### config.mk
export PLATFORM = sky130hd
export DESIGN_NAME = alu_op_sequencer_flat
export DESIGN_NICKNAME = d
export VERILOG_FILES = /design/src/rtl/alu_pkg.sv /design/src/rtl/alu_op_sequencer_if.sv /design/src/rtl/muldiv_core.sv /design/src/rtl/alu_op_sequencer.sv /design/src/flat_wrapper.sv
export SDC_FILE = /design/constraint.sdc
export NUM_CORES = 2
export LEC_CHECK = 0
export BUFFER_PORTS_ARGS = -buffer_cell sky130_fd_sc_hd__clkbuf_2
export CORE_MARGIN = 3
export CORE_UTILIZATION = 58
export CTS_CLUSTER_DIAMETER = 200
export CTS_CLUSTER_SIZE = 20
export DETAILED_ROUTE_END_ITERATION = 16
export GPL_TIMING_DRIVEN = 0
export MAX_ROUTING_LAYER = met4
export PLACE_DENSITY = 0.79
export REMOVE_ABC_BUFFERS = 1
export SETUP_SLACK_MARGIN = 0.02
export SLEW_MARGIN = 20
export SYNTH_ARGS = -nofsm -noshare
export SYNTH_HDL_FRONTEND = slang
export SYNTH_SLANG_ARGS = --single-unit
### constraint.sdc
create_clock -name clk -period 6.9 [get_ports clk]
set_input_delay 1.38 -clock clk [delete_from_list [all_inputs] [get_ports clk]]
set_output_delay 1.38 -clock clk [all_outputs]
set_load 0.01 [all_outputs]
### src/rtl/alu_pkg.sv
// Shared definitions for the ALU operation sequencer.
// Opcodes, FSM states, iteration limit and a magnitude helper.
package alu_pkg;

  localparam logic [4:0] OP_ADD  = 5'b00011;
  localparam logic [4:0] OP_SUB  = 5'b00100;
  localparam logic [4:0] OP_AND  = 5'b00101;
  localparam logic [4:0] OP_OR   = 5'b00110;
  localparam logic [4:0] OP_SHR  = 5'b00111;
  localparam logic [4:0] OP_SHRA = 5'b01000;
  localparam logic [4:0] OP_SHL  = 5'b01001;
  localparam logic [4:0] OP_ROR  = 5'b01010;
  localparam logic [4:0] OP_ROL  = 5'b01011;
  localparam logic [4:0] OP_MUL  = 5'b01111;
  localparam logic [4:0] OP_DIV  = 5'b10000;
  localparam logic [4:0] OP_NEG  = 5'b10001;
  localparam logic [4:0] OP_NOT  = 5'b10010;

  localparam logic [4:0] ITER_MAX = 5'd31;

  typedef enum logic [1:0] {
    S_IDLE,
    S_MUL,
    S_DIV,
    S_RESP
  } alu_state_t;

  function automatic logic [31:0] mag(input logic [31:0] v);
    return v[31] ? (~v + 32'd1) : v;
  endfunction

endpackage

### src/rtl/alu_op_sequencer_if.sv
// Request/response bundle between control unit and ALU sequencer.
// The control unit is the master; the sequencer is the slave.
interface alu_op_sequencer_if #(
  parameter int WIDTH = 32
);
  logic               req_valid;
  logic               req_ready;
  logic [4:0]         opcode;
  logic [WIDTH-1:0]   Ra;
  logic [WIDTH-1:0]   Rb;
  logic               rsp_valid;
  logic               rsp_ready;
  logic [2*WIDTH-1:0] Rc;
  logic               hilo_we;
  logic               div_by_zero;
  logic               illegal_op;
  logic               busy;

  modport master (
    output req_valid, opcode, Ra, Rb, rsp_ready,
    input  req_ready, rsp_valid, Rc, hilo_we,
    input  div_by_zero, illegal_op, busy
  );

  modport slave (
    input  req_valid, opcode, Ra, Rb, rsp_ready,
    output req_ready, rsp_valid, Rc, hilo_we,
    output div_by_zero, illegal_op, busy
  );
endinterface

### src/rtl/muldiv_core.sv
// Unsigned iterative multiply (shift-add) / divide (restoring).
// hi/lo present the accumulator/shift pair after the current step.
module muldiv_core
  import alu_pkg::*;
#(
  parameter int WIDTH = 32
) (
  input  logic             clk,
  input  logic             reset,
  input  logic             start,
  input  logic             is_div,
  input  logic [WIDTH-1:0] a_mag,
  input  logic [WIDTH-1:0] b_mag,
  input  logic             step,
  output logic             last,
  output logic [WIDTH-1:0] hi,
  output logic [WIDTH-1:0] lo
);

  logic [WIDTH-1:0] acc_q, acc_d;
  logic [WIDTH-1:0] sh_q, sh_d;
  logic [WIDTH-1:0] b_q, b_d;
  logic [4:0]       cnt_q, cnt_d;
  logic             div_q, div_d;

  logic [WIDTH:0]   sum;
  logic [WIDTH:0]   rem;
  logic [WIDTH:0]   diff;
  logic [WIDTH-1:0] hi_step;
  logic [WIDTH-1:0] lo_step;

  always_comb begin
    sum  = {1'b0, acc_q} + {1'b0, b_q};
    rem  = {acc_q, sh_q[WIDTH-1]};
    diff = rem - {1'b0, b_q};
    hi_step = acc_q;
    lo_step = sh_q;
    if (div_q) begin
      // diff MSB set means the trial subtract borrowed
      if (diff[WIDTH]) begin
        hi_step = rem[WIDTH-1:0];
        lo_step = {sh_q[WIDTH-2:0], 1'b0};
      end else begin
        hi_step = diff[WIDTH-1:0];
        lo_step = {sh_q[WIDTH-2:0], 1'b1};
      end
    end else if (sh_q[0]) begin
      {hi_step, lo_step} = {sum, sh_q[WIDTH-1:1]};
    end else begin
      {hi_step, lo_step} = {1'b0, acc_q, sh_q[WIDTH-1:1]};
    end
  end

  always_comb begin
    acc_d = acc_q;
    sh_d  = sh_q;
    b_d   = b_q;
    cnt_d = cnt_q;
    div_d = div_q;
    if (start) begin
      acc_d = '0;
      sh_d  = a_mag;
      b_d   = b_mag;
      cnt_d = ITER_MAX;
      div_d = is_div;
    end else if (step) begin
      acc_d = hi_step;
      sh_d  = lo_step;
      cnt_d = last ? 5'd0 : cnt_q - 5'd1;
    end
  end

  always_ff @(posedge clk) begin
    if (reset) begin
      acc_q <= '0;
      sh_q  <= '0;
      b_q   <= '0;
      cnt_q <= '0;
      div_q <= 1'b0;
    end else begin
      acc_q <= acc_d;
      sh_q  <= sh_d;
      b_q   <= b_d;
      cnt_q <= cnt_d;
      div_q <= div_d;
    end
  end

  assign last = (cnt_q == 5'd0);
  assign hi   = hi_step;
  assign lo   = lo_step;

endmodule

### src/rtl/alu_op_sequencer.sv
// ALU sequencer: handshake FSM, single-cycle ops, sign handling
// around the iterative mul/div core, and response registers.
module alu_op_sequencer
  import alu_pkg::*;
#(
  parameter int WIDTH = 32
) (
  input logic          clk,
  input logic          reset,
  alu_op_sequencer_if.slave bus
);

  alu_state_t         state_q, state_d;
  logic [2*WIDTH-1:0] rc_q, rc_d;
  logic               hilo_q, hilo_d;
  logic               dbz_q, dbz_d;
  logic               ill_q, ill_d;
  logic               neg_q, neg_d;
  logic               ran_q, ran_d;

  logic               req_ready;
  logic               accept;
  logic               start;
  logic               step;
  logic               is_div;
  logic               core_last;
  logic [WIDTH-1:0]   core_hi;
  logic [WIDTH-1:0]   core_lo;

  logic [WIDTH-1:0]   sc_res;
  logic               sc_legal;
  logic [5:0]         sh;
  logic [5:0]         sh_inv;
  logic [2*WIDTH-1:0] mul_p;
  logic [2*WIDTH-1:0] mul_fix;
  logic [2*WIDTH-1:0] div_fix;

  assign req_ready = !reset &&
    ((state_q == S_IDLE) ||
     (state_q == S_RESP && bus.rsp_ready));
  assign accept = bus.req_valid && req_ready;

  muldiv_core #(.WIDTH(WIDTH)) u_core (
    .clk    (clk),
    .reset  (reset),
    .start  (start),
    .is_div (is_div),
    .a_mag  (mag(bus.Ra)),
    .b_mag  (mag(bus.Rb)),
    .step   (step),
    .last   (core_last),
    .hi     (core_hi),
    .lo     (core_lo)
  );

  always_comb begin
    sh       = {1'b0, bus.Rb[4:0]};
    sh_inv   = 6'd32 - sh;
    sc_res   = '0;
    sc_legal = 1'b1;
    case (bus.opcode)
      OP_ADD:  sc_res = bus.Ra + bus.Rb;
      OP_SUB:  sc_res = bus.Ra - bus.Rb;
      OP_AND:  sc_res = bus.Ra & bus.Rb;
      OP_OR:   sc_res = bus.Ra | bus.Rb;
      OP_SHR:  sc_res = bus.Ra >> sh;
      OP_SHRA: sc_res = $signed(bus.Ra) >>> sh;
      OP_SHL:  sc_res = bus.Ra << sh;
      OP_ROR:  sc_res = (bus.Ra >> sh) | (bus.Ra << sh_inv);
      OP_ROL:  sc_res = (bus.Ra << sh) | (bus.Ra >> sh_inv);
      OP_NEG:  sc_res = ~bus.Ra + 1'b1;
      OP_NOT:  sc_res = ~bus.Ra;
      default: sc_legal = 1'b0;
    endcase
  end

  always_comb begin
    mul_p   = {core_hi, core_lo};
    mul_fix = neg_q ? (~mul_p + 1'b1) : mul_p;
    div_fix = {ran_q ? (~core_hi + 1'b1) : core_hi,
               neg_q ? (~core_lo + 1'b1) : core_lo};
  end

  always_comb begin
    state_d = state_q;
    rc_d    = rc_q;
    hilo_d  = hilo_q;
    dbz_d   = dbz_q;
    ill_d   = ill_q;
    neg_d   = neg_q;
    ran_d   = ran_q;
    start   = 1'b0;
    step    = 1'b0;
    is_div  = (bus.opcode == OP_DIV);
    case (state_q)
      S_IDLE, S_RESP: begin
        if (state_q == S_RESP && bus.rsp_ready)
          state_d = S_IDLE;
        if (accept) begin
          neg_d = bus.Ra[WIDTH-1] ^ bus.Rb[WIDTH-1];
          ran_d = bus.Ra[WIDTH-1];
          if (bus.opcode == OP_MUL ||
              (is_div && bus.Rb != '0)) begin
            start   = 1'b1;
            state_d = is_div ? S_DIV : S_MUL;
          end else begin
            state_d = S_RESP;
            hilo_d  = 1'b0;
            dbz_d   = 1'b0;
            ill_d   = 1'b0;
            if (is_div) begin
              rc_d   = {bus.Ra, {WIDTH{1'b1}}};
              hilo_d = 1'b1;
              dbz_d  = 1'b1;
            end else if (sc_legal) begin
              rc_d = {{WIDTH{1'b0}}, sc_res};
            end else begin
              rc_d  = '0;
              ill_d = 1'b1;
            end
          end
        end
      end
      S_MUL, S_DIV: begin
        step = 1'b1;
        if (core_last) begin
          state_d = S_RESP;
          rc_d    = (state_q == S_DIV) ? div_fix : mul_fix;
          hilo_d  = 1'b1;
          dbz_d   = 1'b0;
          ill_d   = 1'b0;
        end
      end
      default: state_d = S_IDLE;
    endcase
  end

  always_ff @(posedge clk) begin
    if (reset) begin
      state_q <= S_IDLE;
      rc_q    <= '0;
      hilo_q  <= 1'b0;
      dbz_q   <= 1'b0;
      ill_q   <= 1'b0;
      neg_q   <= 1'b0;
      ran_q   <= 1'b0;
    end else begin
      state_q <= state_d;
      rc_q    <= rc_d;
      hilo_q  <= hilo_d;
      dbz_q   <= dbz_d;
      ill_q   <= ill_d;
      neg_q   <= neg_d;
      ran_q   <= ran_d;
    end
  end

  assign bus.req_ready   = req_ready;
  assign bus.rsp_valid   = (state_q == S_RESP);
  assign bus.Rc          = rc_q;
  assign bus.hilo_we     = hilo_q;
  assign bus.div_by_zero = dbz_q;
  assign bus.illegal_op  = ill_q;
  assign bus.busy        = (state_q == S_MUL) || (state_q == S_DIV);

endmodule

### src/flat_wrapper.sv
// flat-port wrapper written by rule: the top's interface ports become plain ports
module alu_op_sequencer_flat import alu_pkg::*;
#(
  parameter int WIDTH = 32
)
  (clk, reset, bus_req_valid, bus_opcode, bus_Ra, bus_Rb, bus_rsp_ready, bus_req_ready, bus_rsp_valid, bus_Rc, bus_hilo_we, bus_div_by_zero, bus_illegal_op, bus_busy);
  alu_op_sequencer_if #(.WIDTH(WIDTH)) bus_i ();
  input logic clk;
  input logic reset;
  input wire logic [$bits(bus_i.req_valid)-1:0] bus_req_valid;
  input wire logic [$bits(bus_i.opcode)-1:0] bus_opcode;
  input wire logic [$bits(bus_i.Ra)-1:0] bus_Ra;
  input wire logic [$bits(bus_i.Rb)-1:0] bus_Rb;
  input wire logic [$bits(bus_i.rsp_ready)-1:0] bus_rsp_ready;
  output wire logic [$bits(bus_i.req_ready)-1:0] bus_req_ready;
  output wire logic [$bits(bus_i.rsp_valid)-1:0] bus_rsp_valid;
  output wire logic [$bits(bus_i.Rc)-1:0] bus_Rc;
  output wire logic [$bits(bus_i.hilo_we)-1:0] bus_hilo_we;
  output wire logic [$bits(bus_i.div_by_zero)-1:0] bus_div_by_zero;
  output wire logic [$bits(bus_i.illegal_op)-1:0] bus_illegal_op;
  output wire logic [$bits(bus_i.busy)-1:0] bus_busy;
  assign bus_i.req_valid = bus_req_valid;
  assign bus_i.opcode = bus_opcode;
  assign bus_i.Ra = bus_Ra;
  assign bus_i.Rb = bus_Rb;
  assign bus_i.rsp_ready = bus_rsp_ready;
  assign bus_req_ready = bus_i.req_ready;
  assign bus_rsp_valid = bus_i.rsp_valid;
  assign bus_Rc = bus_i.Rc;
  assign bus_hilo_we = bus_i.hilo_we;
  assign bus_div_by_zero = bus_i.div_by_zero;
  assign bus_illegal_op = bus_i.illegal_op;
  assign bus_busy = bus_i.busy;
  alu_op_sequencer #(.WIDTH(WIDTH)) u_core (.clk(clk), .reset(reset), .bus(bus_i));
endmodule
==> key figures <==
Clock tree
  – Total CTS buffers: 17
  – Clock sinks: 173
  – Clock slew at reported path FFs: 0.08 ns
  – Later-pin clock latency in the skew report: 0.47 ns
  – H-tree Lvls: 4
  – Hold bufs inserted after CTS: 0
  – Worst-case clock buffer depth: 2
  – TritonCTS clock tree: built
  – Root Driver: clkbuf_16

Global routing
  – Vias in the first global route: roughly 29,000
  – First-pass GRT wire length: 183,000 um
  – Global route overflow: 0
  – Largest net degree at the start of global routing: 107
  – Initial antenna violation count: 9
  – Gr usage total: 0.530

Detailed routing
  – DRT Pass-1 Iters: 9
  – Vias per cell: ~7.4
  – DR iter-0 viols: approximately 4,800
  – DRT Wirelength: 125,000 um
  – Routed Antenna Nets: 0
  – DR DRC count: 0
  – Average wire per standard cell: 29.3 um
  – Routed vias: 31,600

Placed design
  – Place WS: -2.05 ns
  – DP Cell Count: 4,197
  – Detailed Place HPWL: 91,400 um
  – Routability cong.: 1.12
  – I/O Buffers: approximately 140

Yosys
  – Post-synth EDFFs: 0
  – Seq/Total Area, Yosys: 0.136
  – Area contributors post-synth: dfxtp_1 (14%), nand2_1 (7.3%), a21oi_1 (6.8%)
  – Synth area leader: dfxtp_1
  – Mapped Cells: 3,738
  – FFs w/ async S/R, synth: 0
  – Yosys reg bits: 173
  – Synthesized area: 25,400 um^2
  – Synth Flop Type: dfxtp_1
  – Netlist cell types: around 100
  – Synth top area share: 0.136
  – Most frequent cells after synthesis: nand2_1 (493), nor2_1 (431), a21oi_1 (343)
  – Synthesis warning total: 0
  – Count leader, synth: nand2_1
  – Syn Area/Cell: between 6 and 7 um^2

Die
  – Die width: approximately 220 um
  – Core ar.: about 43,000 um^2
  – Row count: 76
  – Starting Density: 0.589
  – # IOs: 143
  – Die H: 215 um
  – DIE AREA: 46,400 um^2

Cells and area
  – Fillers: around 4,000
  – Area Growth Syn to Fin: 8.42%
  – Layout cell share with drive strength beyond 1: 0.116
  – Layout Utilization: 0.638
  – Nets: approximately 3,800
  – Fin cells: 4,249

Critical path
  – Max Fanout on Critical Path: 11
  – CP Data Required Time: 7.27 ns
  – Arrival time worst endpoint: 7.18 ns
  – Worst path max stage delay: 0.53 ns
  – CP Class: register to register
  – Critical Path Sink Type: register
  – Critical Path Source Type: register
  – Crit-path slowest cell: o41a_1

STA
  – Slew at the pin closest to its max-slew limit: approximately 1.3 ns
  – Setup TNS: 0 ns
  – Min Tclk post-route: 6.81 ns
  – Setup Skew: 0.0122 ns
  – Final WS setup: 0.0875 ns
  – FMAX: roughly 150 MHz
  – RSZ-0062 raised after global routing: yes
  – Final setup violation count: 0
  – Final Cycle Share: 0.987
  – Max Transition Viols Final: 0
  – Final Hold Fails: 0
  – Slew HR: 0.160
  – Worst hold slack: 0.457 ns

Run
  – Maxcap violations: 0

Power
  – Pwr Density: 281 nW/um^2
  – Worst-case vdd ir drop: 0.000297 V
  – Leak: 10.9 nW

Status
  – Run status: finished, final reports clean

Worst hold path
  – HP Class: register to register
## final timing paths
check                    startpoint                    end  slack (ns)  depth (start not counted)
min reg2reg   u_core.bus.illegal_op  u_core.bus.illegal_op        0.46                          2
max          u_core.u_core.sh_q[31]      u_core.bus.Rc[60]        0.09                         26
max reg2reg  u_core.u_core.sh_q[31]      u_core.bus.Rc[60]        0.09                         26
min           u_core.bus.illegal_op  u_core.bus.illegal_op        0.46                          2
## report_power, final
group          switching, mW  total, mW  internal [mW]
registers              0.156       1.31           1.15
clock network          0.496       1.04          0.548
logic                   3.65       5.40           1.75
total                   4.30       7.76           3.45
## layer usage
layer	share of wire	global-route usage
met5	0	-
met4	0.11	0.440
met3	0.13	0.129
met2	0.43	0.790
met1	0.34	0.601
## cells in the final DEF (no fill, tap or decap), drive strengths merged, types with 85 or more instances in the layout
master  instances
dfxtp         173
ha            110
a21oi         344
a211oi        120
clkbuf        160
mux2i         103
inv            97
nor3          100
o21ai         265
nand3          85
xor2          101
nand2         494
nor2          432
xnor2         123
## sequential cells by signal (all words and copies together) (netlist names), 2 cells and up
name and count:
u_core.u_core.cnt_q 5, u_core.u_core.sh_q 32, u_core.u_core.acc_q 32, u_core.state_q 2
u_core.u_core.b_q 32, u_core.bus.Rc 64
## area by class of cell
| cell class | count | area, um^2 | area share |
|---|---|---|---|
| antenna | 9 | 22.5 | 0.000817 |
| clock buffer | 18 | 429 | 0.0156 |
| clock inverter | 14 | 174 | 0.00631 |
| inverter | 91 | 352 | 0.0128 |
| multi-input combinational | 3167 | 20800 | 0.755 |
| sequential | 173 | 3470 | 0.126 |
| tap | 585 | 732 | 0.0266 |
| timing repair buffer | 192 | 1580 | 0.0572 |
## what timing repair did
item                                    4_1_cts  5_1_grt
pin swaps                                     3        7
resized for setup                            18       20
endpoints found under the setup margin       30       18
cloned                                        1        0
setup buffers                                 3        6
## logic make-up after synthesis
group	count (synthesis)	share of synthesized area
compound gates	1257	0.325
xor+xnor	224	0.0772
fa+ha+maj	113	0.0565
buf+inv	399	0.0602
flops	173	0.136
mux	193	0.100
simple gates	1379	0.245
## metrics by stage
| stage | power [mW] | instance area, um^2 |
|---|---|---|
| floorplan | 4.32 | 24200 |
| global placement | 6.06 | 25700 |
| detailed placement | 6.26 | 26700 |
| CTS | 7.42 | 27400 |
| global route | 8.03 | 27600 |
| finish | 7.76 | 27600 |
## critical path: cells and delay by family, from the launching register on
family / cells / cell delay (ns)
buffers and inverters: 2 / 0.24
AOI/OAI and AO/OA: 8 / 1.97
xor gates and xnor gates: 1 / 0.21
adders and majority gates: 3 / 0.82
and+or+nand+nor: 12 / 3.07
DFF: 1 / 0.41
No activity file was read; power rests on OpenSTA's default activity.
